`src/rtl/medium_data_reader.sv`:
```
// Show-ahead byte buffer draining upstream writes to a valid/ready consumer,
// tagging bytes whose low 3 bits hit one of two configured codes.
module medium_data_reader #(
    parameter int         WIDTH   = 8,
    parameter int         DEPTH   = 4,
    parameter logic [2:0] MATCH_A = 3'b101,
    parameter logic [2:0] MATCH_B = 3'b111
) (
    input  logic                       clk,
    input  logic                       rst,
    input  logic                       write_en,
    input  logic [WIDTH-1:0]           data_in,
    output logic                       full,
    output logic                       out_valid,
    input  logic                       out_ready,
    output logic [WIDTH-1:0]           data_out,
    output logic                       out_match,
    output logic [$clog2(DEPTH):0]     count,
    output logic                       overflow
);
    localparam int AW = $clog2(DEPTH);
    localparam int CW = AW + 1;

    logic [WIDTH-1:0] mem_q [DEPTH];
    logic [AW-1:0]    wr_ptr_q, wr_ptr_d;
    logic [AW-1:0]    rd_ptr_q, rd_ptr_d;
    logic [CW-1:0]    count_q, count_d;
    logic             overflow_q, overflow_d;
    logic             wr_acc;
    logic             pop;

    assign full      = (count_q == CW'(DEPTH));
    assign out_valid = (count_q != '0);
    assign wr_acc    = write_en && !full;
    assign pop       = out_valid && out_ready;

    always_comb begin
        wr_ptr_d   = wr_ptr_q;
        rd_ptr_d   = rd_ptr_q;
        count_d    = count_q;
        overflow_d = overflow_q;
        if (wr_acc) begin
            wr_ptr_d = wr_ptr_q + 1'b1;
        end
        if (pop) begin
            rd_ptr_d = rd_ptr_q + 1'b1;
        end
        // The drop decision uses the pre-edge occupancy even if a pop frees a slot.
        if (write_en && full) begin
            overflow_d = 1'b1;
        end
        if (wr_acc && !pop) begin
            count_d = count_q + 1'b1;
        end else if (pop && !wr_acc) begin
            count_d = count_q - 1'b1;
        end
    end

    always_ff @(posedge clk) begin
        if (rst) begin
            wr_ptr_q   <= '0;
            rd_ptr_q   <= '0;
            count_q    <= '0;
            overflow_q <= 1'b0;
        end else begin
            wr_ptr_q   <= wr_ptr_d;
            rd_ptr_q   <= rd_ptr_d;
            count_q    <= count_d;
            overflow_q <= overflow_d;
        end
    end

    // Storage is not cleared on reset; empty-gating of data_out hides stale bytes.
    always_ff @(posedge clk) begin
        if (!rst && wr_acc) begin
            mem_q[wr_ptr_q] <= data_in;
        end
    end

    assign data_out  = out_valid ? mem_q[rd_ptr_q] : '0;
    assign out_match = out_valid &&
                       ((data_out[2:0] == MATCH_A) || (data_out[2:0] == MATCH_B));
    assign count     = count_q;
    assign overflow  = overflow_q;
endmodule

```
`config.mk`:
```
export PLATFORM = sky130hd
export DESIGN_NAME = medium_data_reader
export DESIGN_NICKNAME = d
export VERILOG_FILES = /design/src/rtl/medium_data_reader.sv
export SDC_FILE = /design/constraint.sdc
export NUM_CORES = 1
export LEC_CHECK = 0
export ABC_AREA = 1
export CAP_MARGIN = 20
export CELL_PAD_IN_SITES_DETAIL_PLACEMENT = 1
export CELL_PAD_IN_SITES_GLOBAL_PLACEMENT = 1
export CORE_MARGIN = 5
export CORE_UTILIZATION = 41
export CTS_CLUSTER_DIAMETER = 120
export DETAILED_ROUTE_END_ITERATION = 16
export GPL_ROUTABILITY_DRIVEN = 0
export GPL_TIMING_DRIVEN = 0
export PLACE_DENSITY = 0.87
export SLEW_MARGIN = 20
export SYNTH_ARGS = -nofsm -noshare
export SYNTH_HDL_FRONTEND = slang
export SYNTH_SLANG_ARGS = --single-unit
```
`constraint.sdc`:
```
create_clock -name clk -period 1.9 [get_ports clk]
set_input_delay 0.57 -clock clk [delete_from_list [all_inputs] [get_ports clk]]
set_output_delay 0.57 -clock clk [all_outputs]
set_load 0.1 [all_outputs]
```
* Word level (Yosys, flattened, before mapping)
Memory sizes are Yosys's and may differ from the RTL's. A register that Yosys moved wholly into a read port is not among the register bits.
Index checks and enable logic that the tools add are counted.
** Cells by class
- Mux-type cells :: 7
- Reductions and logical operators :: 14
- Shift operators :: 0
- Magnitude comparators :: 0
- Add/sub/neg operators :: 4
- $mul :: 0
- Bitwise operators :: 0
- Div/mod/pow operators :: 0
- Equality and inequality tests :: 3
** Operators by type and width (number)
- $eq A3 B3 Y1 const B :: 3
- $mux W8 :: 1
- $logic_and A1 B1 Y1 :: 7
- $mux W3 :: 2
- $add A2 B1 Y2 const B :: 2
- $logic_not A1 Y1 :: 4
- $mux W2 :: 2
- $add A3 B1 Y3 const B :: 1
- $reduce_bool A3 Y1 :: 1
- $sub A3 B1 Y3 const B :: 1
- $mux W1 :: 2
- $reduce_bool A2 Y1 :: 1
- $logic_or A1 B1 Y1 :: 1
** Word-level totals
- Register bits after elaboration :: 8
- Word-level logic and storage cells :: 33
- Memories kept :: 1
- Memory bits (read-only) :: 0
- Bits in latches :: 0
- Output and inout port bits :: 15
- RAM bits :: 32
** Memories
- mem_q :: words 4, bits a word 8, rd ports 1, clocked after memory_dff 1, wr ports 1, RTL line 24 : logic [WIDTH-1:0] mem_q [DEPTH];

* Longest topological paths before layout
- Depth after elaboration :: 7
- Gate-level depth with buffers :: 13

* Worst setup path before layout
Ideal clock, no wire load.
- Kind :: register to output
- Start :: register count_q[2], in the netlist count[2]
- End :: output data_out[1]
- Cell stages (with the launch flop) :: 5
- Required time :: 1.330 ns
- Setup slack :: -2.044 ns
- Arrival time :: 3.374 ns
- Cell sequence :: dfxtp_1 -> inv_1 -> nand2_2 -> inv_1 -> a21oi_1
** On the way
- Word-level cells in the longest chain between the ends :: 2
** RTL lines
- start: declaration :: RTL line 27 : logic [CW-1:0] count_q, count_d;
- start signal: assignment :: RTL line 68 : count_q <= count_d;
- $reduce_bool A3 Y1 :: RTL line 33 : assign out_valid = (count_q != '0);
- via out_valid :: RTL line 14 : output logic out_valid,
- $mux W8 :: RTL line 80 : assign data_out = out_valid ? mem_q[rd_ptr_q] : '0;
- end: declaration :: RTL line 16 : output logic [WIDTH-1:0] data_out,
The timed path passes the listed nets, and every way through them passes these cells.

==> impl_metrics.env <==
export IMPL_overflow=0
export IMPL_synth_flop_cell="edfxtp_1"
export IMPL_die_h_um=76.5
export IMPL_nNetsFinal=232
export IMPL_clockBufferDepth=2
export IMPL_cts_sinks=42
export IMPL_grt_max_degree=14
export IMPL_first_pass_iters=4
export IMPL_grt_pass1_wl_um=6790
export IMPL_hp_start="overflow"
export IMPL_antenna_found_initial=0
export IMPL_avgSynthCellArea_um2=10.5
export IMPL_pin_count=27
export IMPL_status="finished with violations"
export IMPL_post_route_drc_count=0
export IMPL_use_met3_pct=4.02
export IMPL_setup_slack_ns=-0.214
export IMPL_routed_wl_um=4410
export IMPL_cts_hold_buf=0
export IMPL_hold_viol_final=0
export IMPL_cp_top_family="buffers and inverters"
export IMPL_synth_seq_area_share_pct=64.0
export IMPL_dpl_instance_area_um2=2270
export IMPL_setup_tns_ns=-1.54
export IMPL_postSynthNetCount=190
export IMPL_synthArstFlopShare_pct=0
export IMPL_drive_gt1_share_pct=37.7
export IMPL_wl_per_cell_um=16.5
export IMPL_tightest_slew_ns=0.546
export IMPL_htreeDepth=2
export IMPL_setup_viol=9
export IMPL_cap_violations=0
export IMPL_final_max_slew_viol_count=0
export IMPL_synth_edff_count=32
export IMPL_grt_pass1_vias=1404
export IMPL_synth_area_leaders="edfxtp_1, dfxtp_1, nor2_1, nand2_1, inv_1"
export IMPL_finish_utilization_pct=62.1
export IMPL_syn_area_um2=1810
export IMPL_violations="setup timing"
export IMPL_path_class="flip-flop to output port"
export IMPL_synth_top_area_share_pct=53.0
export IMPL_hp_class="flip-flop to flip-flop"
export IMPL_yosysWarnings=0
export IMPL_core_area_um2=4320
export IMPL_yosys_cell_count_top_type="nor2_1"
export IMPL_crit_fanout=7
export IMPL_cts_root_buf="clkbuf_8"
export IMPL_skew_ns=0.00577
export IMPL_cp_required_ns=1.33
export IMPL_cpPeakStageDelay_ns=0.34
export IMPL_initial_core_util_pct=41.9
export IMPL_yosysUniqueCellTypes=21
export IMPL_rsz0062_at_grt="yes"
export IMPL_crit_buf_inv=3
export IMPL_stdcell_count=267
export IMPL_final_area_um2=2680
export IMPL_synth_cells_most_frequent="nor2_1, edfxtp_1, nand2_1"
export IMPL_cts_tree="built"
export IMPL_crit_chain="buf_8 -> buf_8 -> nor2_1 -> nor2_1 -> o21ai_1 -> a21oi_4 -> buf_12"
export IMPL_routed_via_density=4.88
export IMPL_placed_cells=250
export IMPL_core_rowCount=24
export IMPL_die_w_um=76.5
export IMPL_drt_initial_drc_count=77
export IMPL_arrival_ns=1.54
export IMPL_period_share_pct=111
export IMPL_area_delta_synth_final_pct=48.0
export IMPL_dp_hpwl_um=2770
export IMPL_critPathLaunchType="flip-flop"
export IMPL_cts_buffers=5
export IMPL_synth_top_area_cell="edfxtp_1"
export IMPL_clk_pin_slew_ns=0.08
export IMPL_clock_latency_ns=0.29
export IMPL_use_met2_pct=27.6
export IMPL_top_usage_layer="met2"
export IMPL_fp_dieArea_um2=5850
export IMPL_max_slew_margin_rel_pct=63.8
export IMPL_vias=1303
export IMPL_max_clock_freq_ghz=0.473
export IMPL_r2r_start="count[0]"
export IMPL_netlist_instances=172
export IMPL_slowest_stage="dfxtp_2"
export IMPL_grt_util_all_layers_pct=15.1
export IMPL_grtUsageMet1_pct=16.0
export IMPL_port_buffers=26
export IMPL_antenna_cells=0
export IMPL_critPathCaptureType="output port"
export IMPL_ys_ff_latch=42
export IMPL_period_needed_ns=2.11
export IMPL_antenna_left=0
## layer usage
metal / share of wire, % / vias up
li1: - / 650
met5: 0 / -
met3: 3.3 / 8
met1: 40 / 622
met4: 2.1 / 0
met2: 54 / 23
## placed cells by master (no fill, tap or decap), drive strengths merged, types with 7 or more instances in the layout
cell type / instances
o21ai: 16
buf: 23
edfxtp: 32
dfxtp: 10
a21oi: 12
nor2: 40
nand3: 7
nand2: 23
inv: 17
clkbuf: 8
clkdlybuf4s50: 9
## final cells by class
cell class                 instances  area, um2
buffer                             4       56.3
clock buffer                       6       72.6
clock inverter                     2       37.5
fill                             438       1640
inverter                          20        105
multi-input combinational        106        739
sequential                        42       1170
tap                               52       65.1
timing repair buffer              35        433
## cell families after synthesis
| kind of cell | after synthesis | synth area share (%) |
|---|---|---|
| AOI/OAI and AO/OA | 29 | 8.14 |
| adders and majority gates | 6 | 4.55 |
| buffers and inverters | 24 | 7.04 |
| DFF | 42 | 64.0 |
| and+or+nand+nor | 71 | 16.2 |
## repair_timing
| item | in CTS | in global routing |
|---|---|---|
| setup buffers | 4 | 3 |
| pin swaps | 5 | 10 |
| endpoints found under the setup margin | 49 | 38 |
| gates resized for setup | 125 | 30 |
| cloned | 1 | 1 |
## worst paths after layout
path / slack [ns] / cells past startpoint / endpoint
setup / recovery: -0.21 / 7 / data_out[1]
hold / removal: 0.48 / 1 / overflow
setup reg to reg: 0.13 / 10 / count[2]
hold reg to reg: 0.48 / 1 / overflow
## per-stage QoR
step           setup WS, ns  hold slack, ns
5_1_grt              -0.289           0.526
6_report             -0.214           0.477
2_1_floorplan        -0.466           0.459
4_1_cts              -0.196           0.486
3_5_place_dp         -0.918           0.462
3_3_place_gp         -0.903           0.449
## state kept, by name, summed over array words and instances (netlist names), named ones only
signal    cells
wr_ptr_q      2
rd_ptr_q      2
count         3
overflow      1
mem_q        32
## worst reg2reg max path: stages (launching register included)
cell and delay, ns:
dfxtp_4 0.36, nor2_4 0.19, nand2_8 0.10, nand2_2 0.10, ha_2 0.17, inv_1 0.06, fa_2 0.35, nand2_1 0.08
nand3_1 0.10, nor2_1 0.12, nor2_1 0.05
Power of run 1 is left out: the tool's default activity adds up to more than one toggle a clock period on the data nets, which glitch-free logic cannot reach.
